## config.mk

```make
export PLATFORM = sky130hd
export DESIGN_NAME = receiver
export DESIGN_NICKNAME = d
export VERILOG_FILES = /design/src/rtl/receiver.sv
export SDC_FILE = /design/constraint.sdc
export NUM_CORES = 1
export LEC_CHECK = 0
export BUFFER_PORTS_ARGS = -buffer_cell sky130_fd_sc_hd__buf_2
export CAP_MARGIN = 10
export CORE_ASPECT_RATIO = 2
export CORE_MARGIN = 1.5
export CORE_UTILIZATION = 48
export CTS_CLUSTER_SIZE = 12
export DETAILED_ROUTE_END_ITERATION = 7
export GPL_ROUTABILITY_DRIVEN = 0
export PLACE_DENSITY = 0.8
export SYNTH_ARGS = -nofsm -noshare
export SYNTH_HDL_FRONTEND = slang
export SYNTH_SLANG_ARGS = --single-unit
```

## constraint.sdc

```tcl
create_clock -name clk -period 2.05 [get_ports clk]
set_clock_uncertainty 0.05 [all_clocks]
set_input_delay 0.1025 -clock clk [delete_from_list [all_inputs] [get_ports clk]]
set_output_delay 0.1025 -clock clk [all_outputs]
set_load 0.05 [all_outputs]
```

## src/rtl/receiver.sv

```systemverilog
// UART receiver (8N1, LSB first) that packs up to SIZE/8 received bytes into a
// SIZE-bit word, first byte in the most significant position.
module receiver #(
  parameter int CLKS_PER_BIT = 10416,
  parameter int SIZE         = 512
) (
  input  logic            clk,
  input  logic            reset,
  input  logic            RxD,
  input  logic [15:0]     d,
  output logic [SIZE-1:0] data,
  output logic            valid,
  output logic            busy,
  output logic            frame_error
);

  localparam int NBYTES = SIZE / 8;
  localparam int BW     = $clog2(CLKS_PER_BIT);
  localparam int IW     = $clog2(NBYTES) + 1;

  localparam logic [BW-1:0] BAUD_MID  = BW'(CLKS_PER_BIT / 2 - 1);
  localparam logic [BW-1:0] BAUD_LAST = BW'(CLKS_PER_BIT - 1);
  localparam logic [IW-1:0] MAX_BYTES = IW'(NBYTES);

  typedef enum logic [1:0] {
    IDLE  = 2'd0,
    START = 2'd1,
    DATA  = 2'd2,
    STOP  = 2'd3
  } state_t;

  state_t          state_q, state_d;
  logic            rx_meta_q, rx_s_q, rx_prev_q;
  logic [BW-1:0]   baud_q, baud_d;
  logic [2:0]      bit_q, bit_d;
  logic [7:0]      shift_q, shift_d;
  logic [IW-1:0]   byte_idx_q, byte_idx_d;
  logic [IW-1:0]   target_q, target_d;
  logic [SIZE-1:0] data_q, data_d;
  logic            valid_q, valid_d;
  logic            busy_q, busy_d;
  logic            fe_q, fe_d;

  logic            rx_fall;
  logic [12:0]     d_bytes;
  logic [IW-1:0]   msg_target;
  logic [IW-1:0]   byte_idx_inc;
  logic [NBYTES-1:0] lane_sel;

  assign rx_fall      = rx_prev_q & ~rx_s_q;
  assign d_bytes      = d[15:3];
  assign byte_idx_inc = byte_idx_q + IW'(1);

  // Zero or oversize lengths fall back to a full block.
  assign msg_target = (d_bytes == 13'd0 || d_bytes > 13'(NBYTES)) ? MAX_BYTES
                                                                  : IW'(d_bytes);

  generate
    for (genvar gi = 0; gi < NBYTES; gi++) begin : g_lane
      assign lane_sel[gi] = (byte_idx_q == IW'(gi));
    end
  endgenerate

  always_comb begin
    state_d    = state_q;
    baud_d     = baud_q;
    bit_d      = bit_q;
    shift_d    = shift_q;
    byte_idx_d = byte_idx_q;
    target_d   = target_q;
    data_d     = data_q;
    busy_d     = busy_q;
    valid_d    = 1'b0;
    fe_d       = 1'b0;

    case (state_q)
      IDLE: begin
        baud_d = '0;
        bit_d  = '0;
        if (rx_fall) begin
          state_d = START;
        end
      end

      START: begin
        if (baud_q == BAUD_MID) begin
          baud_d = '0;
          if (!rx_s_q) begin
            state_d = DATA;
            bit_d   = '0;
            if (byte_idx_q == '0) begin
              target_d = msg_target;
              data_d   = '0;
              busy_d   = 1'b1;
            end
          end else begin
            state_d = IDLE;
          end
        end else begin
          baud_d = baud_q + BW'(1);
        end
      end

      DATA: begin
        if (baud_q == BAUD_LAST) begin
          baud_d         = '0;
          shift_d[bit_q] = rx_s_q;
          bit_d          = bit_q + 3'd1;
          if (bit_q == 3'd7) begin
            state_d = STOP;
          end
        end else begin
          baud_d = baud_q + BW'(1);
        end
      end

      STOP: begin
        if (baud_q == BAUD_LAST) begin
          baud_d  = '0;
          state_d = IDLE;
          if (rx_s_q) begin
            for (int i = 0; i < NBYTES; i++) begin
              if (lane_sel[i]) begin
                data_d[SIZE-1-8*i -: 8] = shift_q;
              end
            end
            if (byte_idx_inc == target_q) begin
              valid_d    = 1'b1;
              byte_idx_d = '0;
              busy_d     = 1'b0;
            end else begin
              byte_idx_d = byte_idx_inc;
            end
          end else begin
            // Bad stop bit abandons the whole message, not just this byte.
            fe_d       = 1'b1;
            byte_idx_d = '0;
            busy_d     = 1'b0;
          end
        end else begin
          baud_d = baud_q + BW'(1);
        end
      end

      default: begin
        state_d = IDLE;
      end
    endcase
  end

  always_ff @(posedge clk or negedge reset) begin
    if (!reset) begin
      rx_meta_q  <= 1'b1;
      rx_s_q     <= 1'b1;
      rx_prev_q  <= 1'b1;
      state_q    <= IDLE;
      baud_q     <= '0;
      bit_q      <= '0;
      shift_q    <= '0;
      byte_idx_q <= '0;
      target_q   <= '0;
      data_q     <= '0;
      valid_q    <= 1'b0;
      busy_q     <= 1'b0;
      fe_q       <= 1'b0;
    end else begin
      rx_meta_q  <= RxD;
      rx_s_q     <= rx_meta_q;
      rx_prev_q  <= rx_s_q;
      state_q    <= state_d;
      baud_q     <= baud_d;
      bit_q      <= bit_d;
      shift_q    <= shift_d;
      byte_idx_q <= byte_idx_d;
      target_q   <= target_d;
      data_q     <= data_d;
      valid_q    <= valid_d;
      busy_q     <= busy_d;
      fe_q       <= fe_d;
    end
  end

  assign data        = data_q;
  assign valid       = valid_q;
  assign busy        = busy_q;
  assign frame_error = fe_q;

endmodule

```

# Yosys cells after proc, flatten, opt, wreduce, memory -nomap -nowiden
# Cells that the tools add are included.
# totals
latchBits,0
memories,0
in_bits,19
out_inout_bits,515
ramBits,0
mem_bits_ro,0
reg_bits,559
word_cells,409
# op_classes
div,0
eq_ne,143
add_sub_neg,3
reduce_logical,78
bitwise,2
magnitude_cmp,3
mux,104
n_mul,0
shifts,0
# op_table
cell,n
two-way mux 512 bit,5
case mux 512 bit (2 select lines),1
two-way mux 8 bit,64
AND reduction 7 bit,64
"== test 7 x 6 -> 1 bit, second input constant",32
"!= test 2 bit, second input constant",72
"== test 7 x 5 -> 1 bit, second input constant",16
"== test 7 x 4 -> 1 bit, second input constant",8
case mux 14 bit (3 select lines),1
"== test 7 x 3 -> 1 bit, second input constant",4
two-way mux 14 bit,2
two-way mux 7 bit,3
"adder 14 x 1 -> 14 bit, second input constant",1
"== test 14 x 13 -> 1 bit, second input constant",1
"== test 14 bit, second input constant",1
"== test 7 x 2 -> 1 bit, second input constant",2
two-way mux 1 bit,14
"greater-than comparator 13 x 7 -> 1 bit, second input constant",1
zero test 13 bit,1
two-way mux 2 bit,6
two-way mux 3 bit,3
case mux 3 bit (3 select lines),1
bitwise mux 8 bit,1
case mux 2 bit (4 select lines),1
25 further kinds,28

# Depth between registers and ports, before layout
# Gate-level depths: netlist of the first run.
# logic_depth
depth_word,6
mapped_depth,10
depth_no_buf,7

# Least setup slack after synthesis of the first run
# Ideal clock, no wire load.
# synth_path
path_type,reg-to-reg
from,reg baud_q[0]
to,reg shift_q[4]
stages_incl_launch_ff,7
required_time_ps,1872
period_less_slack_ps,2195
n_path_buf,0
setup_ps,128
arrival_time_ps,2017
slack_ps,-145
path_cell_list,dfrtp_1 ha_1 and4_1 nand4_4 or4b_4 nor3b_2 mux2_1
# synth_between
elab_chain_cells,2
# synth_lines
element,line_no,source
"start, declared",34,"logic [BW-1:0] baud_q, baud_d;"
"start signal, assigned",171,baud_q <= baud_d;
== test 14 bit,105,if (baud_q == BAUD_LAST) begin
AND reduction 2 bit (no source line),-,
"end signal, assigned",173,shift_q <= shift_d;
"end, declared",36,"logic [7:0] shift_q, shift_d;"
# Every way passes these cells.
# A chain may end at the register's enable or synchronous reset.

# Final worst setup path of the first run
# layout_path
from,reg byte_idx_q[0]
to,"reg valid_q, in the netlist valid"
# layout_between
elab_chain_cells,6
# layout_lines
element,line_no,source
"start, declared",37,"logic [IW-1:0] byte_idx_q, byte_idx_d;"
"start signal, assigned",174,byte_idx_q <= byte_idx_d;
adder 7 x 1 -> 7 bit,52,assign byte_idx_inc = byte_idx_q + IW'(1);
== test 7 bit,127,if (byte_idx_inc == target_q) begin
two-way mux 1 bit,127,
two-way mux 1 bit,121,if (rx_s_q) begin
two-way mux 1 bit,118,if (baud_q == BAUD_LAST) begin
two-way mux 1 bit,76,case (state_q)
via valid_d,40,"logic valid_q, valid_d;"
"end signal, assigned",177,valid_q <= valid_d;
"end, declared",40,
# The timed path passes the listed nets, and every way through them passes these cells.

==> results_dict.tcl, run 1 <==
set metrics [dict create \
    run_status "finished with violations" \
    violated_checks "setup timing" \
    postRouteWirelength_mm 82.26 \
    grt_pass1_wl_mm 119.9 \
    critical_path_peak_fanout 5 \
    vias_per_cell 6.135 \
    switching_share_pct 27.21 \
    number_of_antenna_violations_at_the_first_check_in_global_routing 0 \
    fmax_mhz 444.4 \
    drt_pre_antenna_iters 6 \
    finalCritPeriodShare_pct 109.8 \
    number_of_enable_type_register_cells_in_the_synthesized_netlist 0 \
    fp.dieW_um 154.3 \
    cts-buffers-inserted 53 \
    floorplan.core_area_um2 45140 \
    ant_nets 0 \
    floorplan.initialDensity_pct 48.70 \
    clock_power_share_pct 37.9 \
    tritoncts_clock_tree "built" \
    setup_viol_count_final 489 \
    h-tree-depth 2 \
    seq_power_share_pct 46.4 \
    report.final.hold_viol_count 0 \
    fraction_of_final_layout_cells_sized_beyond_drive_strength_1_pct 37.45 \
    finalCoreUtilization_pct 66.19 \
    timing_worst_slew_pin_value_ps 818.9 \
    synth.yosys.seq_area_share_pct 63.64 \
    cap_violations 0 \
    timing.critical_path.arrival_ps 2610 \
    power.combinational.fraction_pct 15.7 \
    route.detailed.drc 0 \
    synth.top_cell.area_share_pct 63.29 \
    final_period_minus_worst_setup_slack_ps 2250 \
    ys.flop_type "dfrtp_1" \
    multi_input_area_um2 7825 \
    cp.required_ps 2410 \
    detail_route.wl_per_cell_um 24.91 \
    timing_max_transition_violations_final 0 \
    dieArea_um2 47170 \
    setup_ws_ps -200.5 \
    syn_nets 2093 \
    cts_root_buf "clkbuf_16" \
    num_antenna_cells 0 \
    dieHeight_um 305.7 \
    timing.rr.start "byte_idx_q[0]$_DFFE_PN0P_" \
    reg2reg_slack_ps -200 \
    numPortBuffers 530 \
    drt-initial-drc-count 1965 \
    numClockSinks 559 \
    yosysWarningCount 0 \
    io_pins 534 \
    ys_ff_latch 559 \
    finalNetCount 2755 \
    grt_setup_unrepaired "true" \
    area_growth_syn_to_layout_pct 35.92 \
    r2r-end "valid$_DFF_PN0_" \
    worst_ir_drop_vdd_uv 630.8 \
    synthArstFlopShare_pct 100.0 \
    endpoint_kind "flop" \
    rows 110 \
    yosys-top-cells-area "dfrtp_1, o21ai_0, o21ai_1" \
    hold-worst-slack_ps 14.39 \
    grt_start_max_net_pins 98 \
    powerDensity_nw_per_um2 802.7 \
    gr_ovfl_total 0 \
    switching_power_mw 6.527 \
    max-slew-margin-rel_pct 45.41 \
    post_synth_instance_area_um2 21980 \
    filler_cell_count 3344 \
    dp_hpwl_mm 52.19 \
    clk_transition_reported_paths_ps 60 \
    synthesis.instances 2067 \
    avgSynthCellArea_um2 10.64 \
    worst_hold_path_type "in -> async" \
    synth_top_area_cell "dfrtp_1" \
    num_vias 20260 \
    timing.setup.critical_path_class "reg -> reg" \
    final-seq-area_um2 14000 \
    tns_ps -29310 \
    startpoint_type "flop" \
    vias_in_the_first_global_route 20190 \
    overall_global_routing_resource_usage_pct 33.45 \
    clock_path_buffers 3 \
    post_synth_num_cell_types 64 \
    p_int_mw 17.46 \
    static-leakage-power_nw 15.68 \
    ff2ff_path_depth 8 \
    worstSkewPairLatency_ps 570 \
]
## layer usage
| metal | wire length (µm) | vias up | global-route usage (%) |
|---|---|---|---|
| li1 | - | 8761 | - |
| met1 | 27490 | 9893 | 36.81 |
| met2 | 42210 | 1237 | 58.72 |
| met3 | 6066 | 368 | 5.373 |
| met4 | 6484 | 0 | 23.28 |
| met5 | 0 | - | 0 |
## critical path, stage by stage, from the launching register on
cell and delay (ps):
dfrtp_2 420, buf_4 140, ha_2 180, buf_6 140, xnor2_2 140, xnor2_1 130, nand4b_1 280, buf_4 220
nor4_1 390
## logic make-up after synthesis
family,after synthesis,share of synthesized area (%)
AO/OA/AOI/OAI,1096,25.55
adder cells (fa/ha/maj),7,0.3984
buffers and inverters,205,4.012
flip-flops,559,63.64
AND/OR/NAND/NOR,154,4.280
XOR/XNOR,20,0.7968
multiplexers,26,1.320
## cell usage after synthesis (2+ instances only)
library cell	n
a31oi_1	4
buf_4	2
dfstp_2	3
xnor2_1	12
buf_2	41
a22o_1	10
ha_1	7
o21ai_0	528
dfrtp_1	556
nand4b_1	2
nor4_1	8
or4_1	2
nand4_1	6
and3_1	15
buf_6	7
nand3_1	12
mux2_1	3
mux2_2	21
and4_1	3
nor4_4	2
nor2_1	33
clkbuf_1	141
inv_1	10
or3_1	2
a21oi_1	63
and2_1	12
mux2i_1	2
nor2b_1	5
nand2_1	25
buf_1	2
xor2_1	8
o2bb2ai_1	4
nor3_1	9
nor3b_2	3
o31ai_1	3
nand3b_1	2
o21ai_1	472
## cell usage in the layout (no fill, tap or decap), types with 4 or more instances in the layout
cell,instances
mux2_2,21
inv_1,8
clkbuf_1,9
buf_2,529
a21oi_1,50
o21ai_2,67
nor3_1,4
nand2_4,4
nor4_4,4
xnor2_1,11
nor4_1,6
nor2_1,30
buf_12,44
and3_1,13
o21ai_1,667
nand2_1,15
a22o_1,10
buf_16,14
nor3_4,4
buf_6,16
clkbuf_16,64
ha_1,4
a21oi_2,11
dlygate4sd3_1,13
and2_1,11
buf_4,172
o21ai_4,7
xor2_1,8
nand4_1,6
nand3_1,9
o21ai_0,259
dfrtp_2,6
nand2_2,5
nor2b_1,4
dfrtp_1,550
## worst max path at each step
stage | start | to | slack, ps | depth (start not counted)
CTS | baud_q[1]$_DFF_PN0_ | shift_q[2]$_DFFE_PN0P_ | -160 | 6
finish | byte_idx_q[0]$_DFFE_PN0P_ | valid$_DFF_PN0_ | -200 | 8
global placement | byte_idx_q[1]$_DFFE_PN0P_ | data[241]$_DFFE_PN0P_ | -270 | 7
detailed placement | byte_idx_q[1]$_DFFE_PN0P_ | data[242]$_DFFE_PN0P_ | -420 | 7
global route | byte_idx_q[4]$_DFFE_PN0P_ | byte_idx_q[2]$_DFFE_PN0P_ | -260 | 9
floorplan | baud_q[0]$_DFF_PN0_ | shift_q[4]$_DFFE_PN0P_ | -110 | 6
## power by group through the flow
stage / Combinational, mW / Sequential, mW / Clock [mW]
3_5_place_dp: 2.92 / 11.3 / 0
3_3_place_gp: 2.84 / 11.3 / 0
4_1_cts: 3.37 / 11.1 / 9.17
6_report: 3.77 / 11.1 / 9.08
2_1_floorplan: 1.41 / 11.3 / 0
5_1_grt: 4.00 / 11.1 / 9.54
## final cells by class
type / instances / area share [%]
flip-flops and latches: 559 / 46.85
multi-input cells: 1303 / 26.19
repair buffers: 801 / 19.44
clock buffers: 64 / 4.681
well taps: 560 / 2.345
clock inverters: 4 / 0.3559
inverters: 11 / 0.1382
## sequential cells by signal, summed over array words and instances, names as in the netlist, named ones only
name         flops
baud_q          14
bit_q            3
busy             1
byte_idx_q       7
data           512
frame_error      1
rx_meta_q        1
rx_prev_q        1
rx_s_q           1
shift_q          8
state_q          1
target_q         7
valid            1
## repair_timing
action,CTS,global route
endpoints found under the hold margin,565,0
buffers inserted,15,18
setup endpoints to repair,523,536
hold buffers,13,0
cloned,10,11
pin swaps,27,41
gates resized for setup,241,211
## stage by stage
stage,power [mW],cell area [µm²],setup WS (ps),std cells
CTS,23.68,29010,-160.8,3273
finish,23.99,29880,-200.5,3302
floorplan,12.75,22000,-112.7,2067
global route,24.67,29880,-257.3,3302
global placement,14.16,26660,-265.1,3167
detailed placement,14.25,26660,-419.5,3167
Power figures use the tool's default switching activity.
==> inputs of run 2 (changes only) <==
- CAP_MARGIN: 10 -> unset
- PLACE_DENSITY: 0.8 -> 0.76
- TNS_END_PERCENT: unset -> 1
==> run 2 against run 1 <==
  * The flow still finishes with violations (setup timing)
  * Via count is 3.0% lower
  * Setup slack worse by 11 ps
  * Non-clock buffer count down 54
  * Sequential share of layout area is 1.8 points higher
  * Die area is the same
  * Clock power shrank 4.5%
  * Global-route usage shrank 1.2 points
  * First-iteration DRC count is 11% lower
  * Combinational power down 12%
  * Critical path type unchanged
  * Sequential cell count stayed put
==> results_dict.tcl, run 2 (synthesis results as in run 1) <==
set metrics [dict create \
    drt-initial-drc-count 1746 \
    gr_ovfl_total 0 \
    final_period_minus_worst_setup_slack_ps 2261 \
    max-slew-margin-rel_pct 52.61 \
    cts-buffers-inserted 53 \
    fraction_of_final_layout_cells_sized_beyond_drive_strength_1_pct 33.66 \
    numPortBuffers 530 \
    critical_path_peak_fanout 5 \
    area_growth_syn_to_layout_pct 30.82 \
    io_pins 534 \
    grt_setup_unrepaired "true" \
    tns_ps -45080 \
    max_stage_delay_ps 580 \
    switching_share_pct 27.56 \
    grt_pass1_wl_mm 116.2 \
    h-tree-depth 2 \
    p_int_mw 16.76 \
    ant_nets 0 \
    vias_per_cell 6.047 \
    timing.critical_path.arrival_ps 2670 \
    placed_area_um2 26420 \
    finalCoreUtilization_pct 63.71 \
    postRouteWirelength_mm 78.18 \
    drt_pre_antenna_iters 6 \
    vias_in_the_first_global_route 19870 \
    route.detailed.drc 0 \
    crit_path_cells "ha_2 > and4_4 > nand4_4 > or4b_4 > nor3b_2 > mux2_4" \
    finish.instance_area_um2 28760 \
    worst_ir_drop_vdd_uv 748.5 \
    powerDensity_nw_per_um2 804.3 \
    critical-path-slowest-cell "or4b_4" \
    clock_power_share_pct 37.5 \
    layout_common_cells "o21ai_1, dfrtp_1, buf_2" \
    worst_hold_path_type "in -> reg" \
    timing.setup.critical_path_class "reg -> reg" \
    setup_ws_ps -211.4 \
    dieArea_um2 47170 \
    switching_power_mw 6.375 \
    report.final.hold_viol_count 0 \
    grt_start_max_net_pins 102 \
    stdcell_count 3249 \
    power.combinational.fraction_pct 14.4 \
    overall_global_routing_resource_usage_pct 32.25 \
    setup_viol_count_final 524 \
    post-layout-total-power_mw 23.13 \
    seq_power_share_pct 48.2 \
    dp.cells 3142 \
    rows 110 \
    finalNetCount 2701 \
    endpoint_kind "flop" \
    cts_root_buf "clkbuf_16" \
    critical_path.startpoint "baud_q[0]$_DFF_PN0_" \
    static-leakage-power_nw 15.26 \
    pre_cts_ws_ps -227.6 \
    detail_route.wl_per_cell_um 24.06 \
    startpoint_type "flop" \
    worstSkewPairLatency_ps 590 \
    finalCritPeriodShare_pct 110.3 \
    layout_commonest_cell "o21ai_1" \
    reg2reg_slack_ps -210 \
    timing_worst_slew_pin_value_ps 710.8 \
    tritoncts_clock_tree "built" \
    floorplan.initialDensity_pct 48.70 \
    cp.required_ps 2460 \
    timing_max_transition_violations_final 0 \
    fmax_mhz 442.2 \
    filler_cell_count 3518 \
    hp-start "RxD" \
    dieHeight_um 305.7 \
    violated_checks "setup timing" \
    run_status "finished with violations" \
    cp_top_family "simple AND/OR/NAND/NOR gates" \
    dp_hpwl_mm 51.42 \
    clock_path_buffers 3 \
    cap_violations 0 \
    critical_path.n_buffers_inverters 0 \
    num_vias 19650 \
    largest_reg_flops 512 \
    number_of_antenna_violations_at_the_first_check_in_global_routing 0 \
    clk_transition_reported_paths_ps 60 \
    floorplan.core_area_um2 45140 \
    hold-worst-slack_ps 125.6 \
    numClockSinks 559 \
    timing.rr.start "baud_q[0]$_DFF_PN0_" \
    fp.dieW_um 154.3 \
    num_antenna_cells 0 \
]
## run 2: final timing paths
kind / end / cells after the start
worst max register to register: shift_q[4]$_DFFE_PN0P_ / 6
max in group asynchronous: data[424]$_DFFE_PN0P_ / 4
worst min-delay path: rx_meta_q$_DFF_PN1_ / 2
min in group asynchronous: data[425]$_DFFE_PN0P_ / 3
worst min register to register: rx_s_q$_DFF_PN1_ / 0
worst max-delay path: shift_q[4]$_DFFE_PN0P_ / 6
## run 2: worst reg2reg max path: stages, from the launching register on
cell	delay, ps
dfrtp_1	360
ha_2	200
and4_4	240
nand4_4	160
or4b_4	580
nor3b_2	240
mux2_4	320
## run 2: layer usage
metal	track usage, %	vias to the layer above	routed length, µm	share of wire, %
met3	5.004	302	5372	6.9
met5	0	-	0	0
met1	36.22	9584	27110	35
met2	55.85	1078	40200	51
li1	-	8682	-	-
met4	22.63	0	5499	7.0
## run 2: layout make-up
class	instances	area (µm²)	share of cell area, %
Sequential cell	559	13990	48.65
Multi-Input combinational cell	1303	7460	25.94
Timing Repair Buffer	747	5145	17.89
Clock buffer	66	1395	4.851
Tap cell	560	700.7	2.436
Inverter	11	41.29	0.1436
Clock inverter	3	26.28	0.09136
## run 2: timing repair
item / CTS / global route
gates cloned: 3 / 7
hold buffers: 15 / 0
setup endpoints to repair: 532 / 536
setup buffers: 6 / 7
gates resized for setup: 276 / 269
hold endpoints to repair: 486 / 0
pin swaps: 60 / 29
## run 2: power by group through the flow
stage               sequential (mW)  clock, mW  combinational [mW]
detailed placement             11.3          0                2.70
finish                         11.1       8.67                3.32
global placement               11.3          0                2.63
CTS                            11.1       8.78                3.01
floorplan                      11.3          0                1.41
global route                   11.1       9.20                3.57
==> inputs of run 3 (changes only) <==
- SETUP_SLACK_MARGIN: unset -> 0.05
==> run 3 against run 2 <==
  * Total power is 0.38% lower
  * Hold slack about the same
  * Sequential share of layout area increased by 0.22 points
  * Setup slack better by 13 ps
  * Core utilization shrank 0.29 points
  * Largest cell class unchanged
  * Final cell count is 0.12% lower
  * Design area down 0.45%
  * Highest routed layer unchanged
  * Register-to-register slack barely moved
  * The run still ends with setup timing left
==> results_dict.tcl, run 3 (synthesis results as in run 1) <==
set metrics [dict create \
    vias_in_the_first_global_route 19920 \
    rows 110 \
    hold-worst-slack_ps 125.6 \
    finalCoreUtilization_pct 63.42 \
    grt_util_met2_pct 56.10 \
    tns_ps -45090 \
    clock_path_buffers 3 \
    cts-buffers-inserted 53 \
    report.final.hold_viol_count 0 \
    numPortBuffers 530 \
    drt-initial-drc-count 1719 \
    num_vias 19560 \
    tritoncts_clock_tree "built" \
    worst_hold_path_type "in -> reg" \
    setup_viol_count_final 527 \
    overall_global_routing_resource_usage_pct 32.36 \
    dieArea_um2 47170 \
    timing.setup.critical_path_class "reg -> reg" \
    clk_transition_reported_paths_ps 60 \
    ant_nets 0 \
    fp.dieW_um 154.3 \
    max-slew-margin-rel_pct 53.84 \
    grt_pass1_wl_mm 116.5 \
    cap_violations 0 \
    timing_max_transition_violations_final 0 \
    h-tree-depth 2 \
    timing_worst_slew_pin_value_ps 692.5 \
    static-leakage-power_nw 15.20 \
    cp.required_ps 2460 \
    gr_ovfl_total 0 \
    critical_path_peak_fanout 8 \
    setup_ws_ps -198.4 \
    endpoint_kind "flop" \
    number_of_antenna_violations_at_the_first_check_in_global_routing 0 \
    worst_ir_drop_vdd_uv 760.3 \
    cts_root_buf "clkbuf_16" \
    layout_common_cells "o21ai_1, dfrtp_1, buf_2" \
    floorplan.core_area_um2 45140 \
    timing.critical_path.arrival_ps 2660 \
    grt_setup_unrepaired "true" \
    numClockSinks 559 \
    vias_per_cell 6.027 \
    grt.met1_usage_pct 36.27 \
    run_status "finished with violations" \
    grt_start_max_net_pins 102 \
    num_antenna_cells 0 \
    route.detailed.drc 0 \
    area_growth_syn_to_layout_pct 30.23 \
    globalRouteMet3Util_pct 5.061 \
    detail_route.wl_per_cell_um 23.85 \
    postRouteWirelength_mm 77.39 \
    finalCritPeriodShare_pct 109.7 \
    violated_checks "setup timing" \
    worstSkewPairLatency_ps 590 \
    layout_commonest_cell "o21ai_1" \
    pre_cts_ws_ps -227.6 \
    drt_pre_antenna_iters 5 \
    floorplan.initialDensity_pct 48.70 \
    fmax_mhz 444.8 \
    final_period_minus_worst_setup_slack_ps 2248 \
    dieHeight_um 305.7 \
    startpoint_type "flop" \
    finalNetCount 2697 \
    dp_hpwl_mm 51.42 \
    post-layout-total-power_mw 23.05 \
    globalRoute.busiestLayer "met2" \
    powerDensity_nw_per_um2 804.9 \
    largest_reg_flops 512 \
    io_pins 534 \
    fraction_of_final_layout_cells_sized_beyond_drive_strength_1_pct 33.41 \
]
-- run 3: changes by cell type in the layout (fill, tap and decap cells not counted), sizes merged --
cell,before,now
clkbuf,72,70
buf,726,724
-- run 3: layout make-up --
type                    instances  area (µm²)
fillers                      3538       16510
flip-flops and latches        559       13990
multi-input cells            1303        7418
repair buffers                743        5056
clock buffers                  66        1395
well taps                     560       700.7
inverters                      11       41.29
clock inverters                 3       26.28
-- run 3: path summary, 6_finish.rpt --
path | cells past startpoint | slack (ps) | endpoint | startpoint
max in group asynchronous | 4 | 350 | data[424]$_DFFE_PN0P_ | reset
setup reg to reg | 8 | -200 | data[0]$_DFFE_PN0P_ | baud_q[0]$_DFF_PN0_
hold / removal | 2 | 130 | rx_meta_q$_DFF_PN1_ | RxD
min in group asynchronous | 3 | 520 | data[425]$_DFFE_PN0P_ | reset
hold reg to reg | 0 | 310 | rx_s_q$_DFF_PN1_ | rx_meta_q$_DFF_PN1_
setup / recovery | 8 | -200 | data[0]$_DFFE_PN0P_ | baud_q[0]$_DFF_PN0_
-- run 3: power by group --
| part | total, mW | switching (mW) | internal (mW) |
|---|---|---|---|
| combinational | 3.25 | 2.32 | 0.928 |
| clock | 8.66 | 3.95 | 4.71 |
| sequential | 11.1 | 0.0493 | 11.1 |
| total | 23.0 | 6.32 | 16.7 |
-- run 3: layer usage --
metal	wire length, µm	up-vias	share of wire, %
met4	5510	0	7.1
met1	26870	9584	35
met3	5288	298	6.8
met2	39720	1010	51
li1	-	8664	-
met5	0	-	0
-- run 3: repair_timing --
item / in CTS / in global routing
hold endpoints to repair: 486 / 0
endpoints found under the setup margin: 534 / 534
setup buffers: 6 / 6
resized for setup: 280 / 241
cloned: 3 / 4
hold buffers: 15 / 0
pin swaps: 64 / 14
-- run 3: critical path, cell delays in order, from the launching register on --
cell	delay, ps
dfrtp_1	360
ha_2	200
and4_4	230
nand4_4	160
buf_4	220
nor4_2	270
o21ai_1	150
buf_4	200
mux2_2	280
-- run 3: through the flow --
| stage | cell area (µm²) | std cells |
|---|---|---|
| 2_1_floorplan | 21990 | 2067 |
| 6_report | 28630 | 3245 |
| 3_3_place_gp | 26420 | 3142 |
| 3_5_place_dp | 26420 | 3142 |
| 4_1_cts | 28280 | 3235 |
| 5_1_grt | 28630 | 3245 |
